===== src/rtl/fifo_pkg.sv =====
// fifo_pkg: shared defaults, width derivation and parameter legality checks for the FIFO family
package fifo_pkg;
  localparam int DEF_DATA_WIDTH = 8;
  localparam int DEF_FIFO_DEPTH = 16;
  function automatic int ptr_w(input int depth);
    return $clog2(depth);
  endfunction
  function automatic int cnt_w(input int depth);
    return $clog2(depth) + 1;
  endfunction
  function automatic bit params_ok(input int depth, input int afull, input int aempty);
    return depth >= 2 && (depth & (depth - 1)) == 0 && afull >= 1 && afull <= depth &&
           aempty >= 0 && aempty <= depth - 1;
  endfunction
endpackage


===== src/rtl/fifo_ram.sv =====
// fifo_ram: simple dual-port storage (clk, rst, we/waddr/wdata write port, re/raddr -> registered rdata)
module fifo_ram import fifo_pkg::*; #(
  parameter int DATA_WIDTH = DEF_DATA_WIDTH,
  parameter int FIFO_DEPTH = DEF_FIFO_DEPTH
) (
  input  logic                         clk,
  input  logic                         rst,
  input  logic                         we,
  input  logic [ptr_w(FIFO_DEPTH)-1:0] waddr,
  input  logic [DATA_WIDTH-1:0]        wdata,
  input  logic                         re,
  input  logic [ptr_w(FIFO_DEPTH)-1:0] raddr,
  output logic [DATA_WIDTH-1:0]        rdata
);
  logic [DATA_WIDTH-1:0] mem [FIFO_DEPTH];
  always_ff @(posedge clk) if (we) mem[waddr] <= wdata;
  always_ff @(posedge clk or posedge rst)
    if (rst) rdata <= '0;
    else if (re) rdata <= mem[raddr];
endmodule


===== src/rtl/sync_fifo_flags.sv =====
// sync_fifo_flags: single-clock FIFO (wen/din in, ren -> dout/dout_valid) with count, empty/full, almost flags and sticky overflow/underflow
module sync_fifo_flags import fifo_pkg::*; #(
  parameter int DATA_WIDTH = DEF_DATA_WIDTH,
  parameter int FIFO_DEPTH = DEF_FIFO_DEPTH,
  parameter int AFULL_TH   = 12,
  parameter int AEMPTY_TH  = 4
) (
  input  logic                         clk,
  input  logic                         rst,
  input  logic                         wen,
  input  logic                         ren,
  input  logic [DATA_WIDTH-1:0]        din,
  output logic [DATA_WIDTH-1:0]        dout,
  output logic                         dout_valid,
  output logic [cnt_w(FIFO_DEPTH)-1:0] count,
  output logic                         empty,
  output logic                         full,
  output logic                         almost_empty,
  output logic                         almost_full,
  output logic                         overflow,
  output logic                         underflow
);
  localparam int PTR_W = ptr_w(FIFO_DEPTH);
  localparam int CNT_W = cnt_w(FIFO_DEPTH);
  if (!params_ok(FIFO_DEPTH, AFULL_TH, AEMPTY_TH)) begin : g_bad_params
    $fatal(1, "sync_fifo_flags: illegal FIFO_DEPTH/AFULL_TH/AEMPTY_TH");
  end
  logic [PTR_W-1:0] wr_ptr, rd_ptr;
  logic [CNT_W-1:0] count_next;
  logic             rd_acc, wr_acc;
  assign rd_acc = ren & ~empty;
  assign wr_acc = wen & (~full | rd_acc);
  assign count_next = (wr_acc & ~rd_acc) ? count + CNT_W'(1) :
                      (rd_acc & ~wr_acc) ? count - CNT_W'(1) : count;
  always_ff @(posedge clk or posedge rst)
    if (rst) begin
      wr_ptr       <= '0;
      rd_ptr       <= '0;
      count        <= '0;
      empty        <= 1'b1;
      full         <= 1'b0;
      almost_empty <= 1'b1;
      almost_full  <= 1'b0;
      dout_valid   <= 1'b0;
      overflow     <= 1'b0;
      underflow    <= 1'b0;
    end else begin
      if (wr_acc) wr_ptr <= wr_ptr + PTR_W'(1);
      if (rd_acc) rd_ptr <= rd_ptr + PTR_W'(1);
      count        <= count_next;
      empty        <= count_next == '0;
      full         <= count_next == CNT_W'(FIFO_DEPTH);
      almost_empty <= count_next <= CNT_W'(AEMPTY_TH);
      almost_full  <= count_next >= CNT_W'(AFULL_TH);
      dout_valid   <= rd_acc;
      overflow     <= overflow | (wen & ~wr_acc);
      underflow    <= underflow | (ren & empty);
    end
  fifo_ram #(.DATA_WIDTH(DATA_WIDTH), .FIFO_DEPTH(FIFO_DEPTH)) u_ram (
    .clk  (clk),
    .rst  (rst),
    .we   (wr_acc),
    .waddr(wr_ptr),
    .wdata(din),
    .re   (rd_acc),
    .raddr(rd_ptr),
    .rdata(dout)
  );
endmodule

===== config.mk =====
export PLATFORM = sky130hd
export DESIGN_NAME = sync_fifo_flags
export DESIGN_NICKNAME = d
export VERILOG_FILES = /design/src/rtl/fifo_pkg.sv /design/src/rtl/fifo_ram.sv /design/src/rtl/sync_fifo_flags.sv
export SDC_FILE = /design/constraint.sdc
export NUM_CORES = 1
export LEC_CHECK = 0
export BUFFER_PORTS_ARGS = -buffer_cell sky130_fd_sc_hd__buf_2
export CAP_MARGIN = 20
export CORE_MARGIN = 3
export CORE_UTILIZATION = 55
export DETAILED_ROUTE_END_ITERATION = 12
export PLACE_DENSITY_LB_ADDON = 0.2
export SLEW_MARGIN = 0
export SYNTH_ARGS = -nofsm -noshare
export SYNTH_HDL_FRONTEND = slang
export SYNTH_SLANG_ARGS = --single-unit
export TNS_END_PERCENT = 30

===== constraint.sdc =====
create_clock -name clk -period 2.69 [get_ports clk]
set_clock_uncertainty 0.2 [all_clocks]
set_input_delay 0 -clock clk [delete_from_list [all_inputs] [get_ports clk]]
set_output_delay 0 -clock clk [all_outputs]
set_load 0.01 [all_outputs]

==> summary.md, run 1 <==
In this run the worst path has a maximum fanout of 6. TritonCTS built the clock tree. The signed area change from the synthesized netlist to the final layout was 17.1%. The final reports fail on negative hold slack.

The starting density of the core came out at 0.567. The signal on the critical path passes through or3b_4 > or4b_4 > o21ai_2 > xnor2_1 > inv_1 > nor4_1. The finished layout holds 530 standard cells, fillers aside.

The detail route stage leaves a number of antenna-violating nets equal to 0. The global-route total usage across every layer was 0.205; the post-layout minimum cycle time was 2280 ps. The area of the mapped netlist was 0.00620 mm². CTS built an H-tree with a depth of 4. Share of final-layout standard cells stronger than drive strength 1: 0.310. The highest clock rate was 439 MHz. The met3 capacity usage during global routing is 0.0550. Proportion of register bits with asynchronous set or reset after synthesis: 0.179. Detailed placement ended at an HPWL of 7550 µm. The slew at the pin closest to its max-slew limit was 583 ps. The average instance in the mapped netlist occupies 19.2 µm².

The tools report the count of cells resized by post-cts repair as 0. For the total leakage power, the log shows 2.60 nW. Setup repair after global routing left no endpoint under its margin. Counting every net in the synthesized netlist gives 342. The initial antenna violation count came out at 0.

STA puts the critical path data required time at 2790 ps. The total overflow left after global routing is 0. The run finished, with violations left.

The die is 112 µm tall. Yosys printed 0 warnings. Measured along the x axis, the die boundary spans 112 µm.

Synthesis instantiated 43 different standard cells from the library. The number of global-route vias before repair was 3184; the overall via count from detail_route was 3091. STA classifies the critical path startpoint as a flip-flop.

Count of input and output buffers: 31. The peak ir drop on the vdd network is 0.00103 V, and the power density of the placed cells is 1070 mW/mm². In this run the worst hold path is classified as primary input to async pin.

For this run, the leading register cell type out of synthesis is sky130_fd_sc_hd__edfxtp_1. The leading cell type in the layout, fill and taps excluded was sky130_fd_sc_hd__edfxtp_1. The worst slew slack as a fraction of its limit is 0.611, and the mean routed wirelength per cell is 22.0 µm. The layer flagged by global routing as most heavily used is met2. The first-pass GRT wire length is 18900 µm, and the die outline area is 0.0126 mm².

The met1 track demand over resource is 0.300, and the weighted congestion at the end of routability-driven global placement is 0.766. The repair_antennas step left the layout with diodes totalling 0. The flip-flop and latch count after synthesis was 156.

The sequential fraction of the synthesis area is 0.733. The reported max-cap violation count came out at 0. Area fraction in compound gates after synthesis: 0.0329. Using the TritonRoute via totals, the vias-per-cell ratio works out to 5.83.

Fraction of met2 tracks used by global routing: 0.306. The cell count after synthesis is 323. The buffer type at the clock tree root is sky130_fd_sc_hd__clkbuf_16.

Buffers inserted during clock tree synthesis total 17. The number of failing setup endpoints in the final timing report came out at 0. CTS saw 156 sinks. The post-layout net count was 396; the post-synthesis share of cell area spent on full adders, half adders and majority gates was 0.0141.

For the first-pass iteration count of the detailed router, the log shows 4. The simple-gate area share of the yosys netlist is 0.0454, and the arrival time reported for the critical path endpoint is 2370 ps. The logs give 0 for the number of pins exceeding their max-slew limit in the final report and 37 for the largest net degree at the start of global routing. Yosys mapped a number of flops with a built-in enable equal to 128. The kind of critical path was flip-flop to flip-flop.

The ratio of final minimum period to clock period came out at 0.847. The accumulated negative setup slack came out at 0 ps. The routed design has 11700 µm of wire. The core region is 0.0109 mm². The kind of end point of the critical path was a flip-flop. The library cells used most frequently in the layout, excluding fill and tap cells, are sky130_fd_sc_hd__edfxtp_1 (128), sky130_fd_sc_hd__buf_2 (31), sky130_fd_sc_hd__mux4_2 (30).

The largest buffer count on any clock path was 2; the hold violation total from the final report was 11. The number of design rule violations left after detail routing is 0. The XOR/XNOR share of the synthesized area came out at 0.0153. The number of cell rows was 38.

The slowest stage of the critical path belongs to the cell sky130_fd_sc_hd__or4b_4. Worst slack on hold paths: -15.0 ps. The I/O pin count is 32, and the number of cells in the design after placement is 486. The later-pin clock latency in the skew report was 410 ps; the initial detailed-routing violation count was 303. The share of cell area taken by muxes after synthesis came out at 0.143.

The largest single stage delay on the critical path is 490 ps. The clock transition at the registers of the reported paths works out to 60 ps. After synthesis, the largest family of logic cells by area is multiplexers.
## state kept, by name, summed over array words and instances (netlist names), 4 cells and up
signal and count:
u_ram.mem 128, count 5, u_ram.rdata 8, wr_ptr 4, rd_ptr 4
## layout make-up
cell class                 instances  area [µm²]
sequential                       156        4550
timing repair buffer              53         380
multi-input combinational        142        1550
clock buffer                      22         497
inverter                           7        26.3
fill                             729        3670
tap                              140         175
clock inverter                    10        85.1
## synthesized netlist by cell type, types with 2 or more instances
library cell,instances,share of area
sky130_fd_sc_hd__nand4_1,2,0.0020
sky130_fd_sc_hd__and4_1,4,0.0056
sky130_fd_sc_hd__mux2i_1,12,0.019
sky130_fd_sc_hd__edfxtp_1,128,0.62
sky130_fd_sc_hd__a32oi_1,2,0.0028
sky130_fd_sc_hd__nand3b_1,2,0.0024
sky130_fd_sc_hd__mux2_2,8,0.015
sky130_fd_sc_hd__ha_1,7,0.014
sky130_fd_sc_hd__xnor2_1,9,0.013
sky130_fd_sc_hd__dfstp_2,2,0.0085
sky130_fd_sc_hd__buf_2,7,0.0056
sky130_fd_sc_hd__nor2_1,4,0.0024
sky130_fd_sc_hd__o21ai_0,2,0.0016
sky130_fd_sc_hd__and3_1,7,0.0071
sky130_fd_sc_hd__a31oi_1,8,0.0081
sky130_fd_sc_hd__inv_1,7,0.0042
sky130_fd_sc_hd__buf_1,3,0.0018
sky130_fd_sc_hd__dfrtp_1,26,0.10
sky130_fd_sc_hd__nor2b_1,2,0.0020
sky130_fd_sc_hd__nand2b_1,2,0.0020
sky130_fd_sc_hd__and2_1,3,0.0030
sky130_fd_sc_hd__nand2_1,10,0.0061
sky130_fd_sc_hd__o22ai_1,7,0.0071
sky130_fd_sc_hd__nand3_1,3,0.0024
sky130_fd_sc_hd__clkbuf_1,8,0.0048
sky130_fd_sc_hd__mux4_2,30,0.11
sky130_fd_sc_hd__o21ai_2,2,0.0028
## through the flow
stage                     setup WS (ps)   util  instance area [µm²]  power [mW]  hold slack, ps
after global placement              457  0.600                 6560        5.52            45.6
after detailed placement            405  0.600                 6560        5.55            47.3
after CTS                           389  0.663                 7250        7.87             157
final                               412  0.664                 7270        7.80           -15.0
after global routing                299  0.664                 7270        8.23            31.4
after floorplan                     262      -                 6200        4.84            -136
## what timing repair did
item | CTS | global route
hold endpoints to repair | 162 | 0
hold buffers | 11 | 0
setup buffers | 0 | 0
## kinds of logic after synthesis
family | Yosys count
adders and majority gates | 7
AOI/OAI and AO/OA | 29
xor gates and xnor gates | 10
muxes | 50
DFF | 156
and+or+nand+nor | 46
buffers and inverters | 25
## power by group
group	switching [mW]	total, mW	internal [mW]	leakage [nW]
Clock	0.900	2.30	1.40	0.295
Sequential	0.311	3.33	3.02	1.48
Combinational	1.10	2.16	1.06	0.821
Total	2.31	7.80	5.49	2.60
## final timing paths
kind	start	to	slack, ps	cells after the start
min in group clk	ren	underflow	160	3
setup / recovery	empty	empty	410	6
max in group asynchronous	rst	rd_ptr[0]	1790	4
hold reg to reg	underflow	underflow	260	1
hold / removal	rst	u_ram.rdata[1]	-20	3
setup reg to reg	empty	empty	410	6
## metal layers
layer | routed length (µm) | part of all wire
met2 | 5760 | 0.49
met1 | 5150 | 0.44
met5 | 0 | 0
met3 | 611 | 0.052
met4 | 127 | 0.011
## critical path, delay by kind of cell, from the launching register on
family / cells / cell delay, ps
buffers and inverters: 1 / 120
AND/OR/NAND/NOR: 3 / 1230
flip-flops: 1 / 380
XOR/XNOR: 1 / 160
AO/OA/AOI/OAI: 1 / 80
Note: power is estimated with default switching activity, not from simulation.
==> inputs of run 2 (changes only) <==
- CORE_UTILIZATION: 55 -> 54
- clock period: 2.69 -> 1.9 ns (I/O delays scaled with it)
==> summary.md, run 2 (same netlist as run 1, synthesis figures left out) <==
In the layout the commonest cells are sky130_fd_sc_hd__edfxtp_1 (128), sky130_fd_sc_hd__buf_2 (31), sky130_fd_sc_hd__mux4_2 (30). In this run the worst hold path is classified as primary input to async pin. The clock passes through at most 2 buffers. The register with the most flip-flops in the final layout is u_ram.mem. The routed wire length is 12600 µm. After filler insertion, the fill cell instance count of the layout stands at 664.

The tools report the total leakage power as 2.87 nW. The highest clock rate was 489 MHz; the peak ir drop on the vdd network was 0.00107 V. The largest fanout on the critical path works out to 4.

The share of final-layout standard cells stronger than drive strength 1 was 0.422. The kind of critical path was flip-flop to flip-flop. The number of buffer and inverter stages on the critical path came out at 1.

Post-layout total power: 12.3 mW. The finished cells cover 0.00794 mm². The initial antenna violation count was 0; the count of input and output buffers was 31. The tools report the starting density of the core as 0.562. The cell family contributing the most delay on the critical path was simple AND/OR/NAND/NOR gates. Global routing finished with a remaining overflow of 0. The clock tree synthesis step divided the H-tree into 4 levels.

The library cell used most frequently in the layout, excluding fill and tap cells, is sky130_fd_sc_hd__edfxtp_1. The global-route total usage across every layer was 0.211; the slew at the pin closest to its max-slew limit was 728 ps. Setup violations remaining at the end of the flow were counted as 37. 0 antenna diodes ended up in the layout.

For the area taken by multi-input logic gates, the log shows 0.00176 mm². In the final layout, the registers with the most flip-flops are u_ram.mem x128, u_ram.rdata x8, count x5. After detailed routing, the number of vias per cell comes to 5.83.

The die covers 0.0128 mm². The worst slew slack as a fraction of its limit was 0.514. Summing all placed instances gives a cell area of 0.00696 mm².

Number of design rule violations left after detail routing: 0. Max-cap violations in this run came to 0. The accumulated negative setup slack came out at -1770 ps. The run gives 0.720 as the utilization after layout.

The weighted congestion at the end of routability-driven global placement is 0.796. The critical path goes through or3b_4 > or4b_4 > o21ai_4 > xnor2_2 > inv_2 > a21o_1. In this run the count of I/O pins placed on the die edge is 32.

Post-placement setup slack: -162 ps. The run gives -146 ps as the worst path setup slack after routing. The area growth from synthesis to layout is 28.1%. The final non-filler cell total is 562, and the worst endpoint required time is 2010 ps. The run gives 0 as the number of pins exceeding their max-slew limit in the final report.

TritonCTS built the clock tree. The number of global-route vias before repair was 3430. The final layout contains 428 nets. Die width: 113 µm. The register-to-register setup slack is -150 ps. The clock reaches the later pin of the worst-skew pair after 410 ps. The die span in y works out to 113 µm. STA classifies the critical path endpoint as a flip-flop. The highest-delay cell along the critical path is sky130_fd_sc_hd__or4b_4. The ratio of final minimum period to clock period is 1.08. The checks that failed: negative setup slack.

The first-pass iteration count of the detailed router is 6, and the mean routed wirelength per cell is 22.5 µm. Entering global routing, the biggest net connects 22 pins. The run finished, with violations left. The arrival time reported for the critical path endpoint is 2150 ps, and the register cell area after layout is 0.00455 mm². The number of clock buffers inserted by TritonCTS came out at 17.

The number of placed instances, taps included, is 511. The initial detailed-routing violation count came out at 260. The buffer type at the clock tree root is sky130_fd_sc_hd__clkbuf_16.

Count of clock tree sinks: 156. The worst path needs 2050 ps of the cycle, external delays included. The register with the most flip-flops in the layout has 128 of them. The detailed router put a total of 5700 µm of wire on met1. Nature of the critical path startpoint: a flip-flop. The run gives 0 as the number of routed nets with antenna violations. Setup repair after global routing could not meet its margin everywhere. The first global-routing pass estimated 19800 µm of wire.

On the worst path, the slowest cell contributes a delay of 520 ps. Wire segments on met3 add up to 494 µm in the final route. The final route contains 3275 vias. The number of cell rows is 38. After clock tree synthesis, the clock-pin slew on the worst setup and hold paths is 60 ps. The total area inside the core boundary comes to 0.0110 mm².

The logs give 7960 µm for the sum of net half-perimeters after detailed placement and 48.0 ps for the worst slack on hold paths. The highest layer used for signal routing was met4. The hold violation total from the final report was 0; the power density of the placed cells was 1550 mW/mm². After detailed routing, the met2 layer carries 6270 µm of wire.
==> run 2: cell types whose count changed in the layout (fill, tap and decap cells not counted), moves of 4 or more <==
| cell | change |
|---|---|
| sky130_fd_sc_hd__buf_4 | +14 |
| sky130_fd_sc_hd__mux2_4 | +6 |
| sky130_fd_sc_hd__mux2_2 | -6 |
| sky130_fd_sc_hd__and3_1 | -7 |
| sky130_fd_sc_hd__o22ai_2 | +7 |
| sky130_fd_sc_hd__buf_12 | +14 |
| sky130_fd_sc_hd__and3_4 | +5 |
| sky130_fd_sc_hd__dlygate4sd3_1 | +4 |
| sky130_fd_sc_hd__o22ai_1 | -7 |
==> run 2: where the power goes <==
group          leakage [nW]  internal [mW]  switching [mW]  total [mW]
clock                 0.293           2.22            1.27        3.49
sequential             1.48           4.28           0.412        4.69
combinational          1.10           2.22            1.93        4.15
total                  2.87           8.73            3.61        12.3
==> run 2: final cells by class <==
| class | instances | share of cell area |
|---|---|---|
| Inverter | 7 | 0.00331 |
| Tap cell | 140 | 0.0221 |
| Sequential cell | 156 | 0.573 |
| Clock inverter | 12 | 0.0214 |
| Timing Repair Buffer | 85 | 0.103 |
| Multi-Input combinational cell | 142 | 0.222 |
| Clock buffer | 20 | 0.0562 |
==> run 2: timing repair <==
action | CTS | global route
hold buffers | 15 | 0
setup buffers | 1 | 2
resized for setup | 23 | 10
gates cloned | 0 | 1
endpoints found under the hold margin | 153 | 0
pin swaps | 3 | 0
endpoints found under the setup margin | 143 | 82
==> run 2: routing by layer <==
layer	vias to the layer above	GRT usage
met5	-	0
met4	0	0.0785
met3	16	0.0460
met2	88	0.332
met1	1698	0.295
li1	1473	-
==> run 2: final timing paths <==
| kind | start | endpoint | cells past startpoint |
|---|---|---|---|
| worst max-delay path | empty | almost_full | 6 |
| worst min-delay path | rst | overflow | 3 |
| worst max register to register | empty | almost_full | 6 |
| worst min register to register | u_ram.rdata[6] | u_ram.rdata[6] | 2 |
| max in group asynchronous | rst | wr_ptr[2] | 4 |
| min in group clk | ren | count[1] | 4 |
==> run 2: worst register-to-register path, cell delays in order, from the launching register on <==
cell,delay (ps)
sky130_fd_sc_hd__dfstp_2,370
sky130_fd_sc_hd__or3b_4,390
sky130_fd_sc_hd__or4b_4,520
sky130_fd_sc_hd__o21ai_4,90
sky130_fd_sc_hd__xnor2_2,140
sky130_fd_sc_hd__inv_2,80
sky130_fd_sc_hd__a21o_1,150
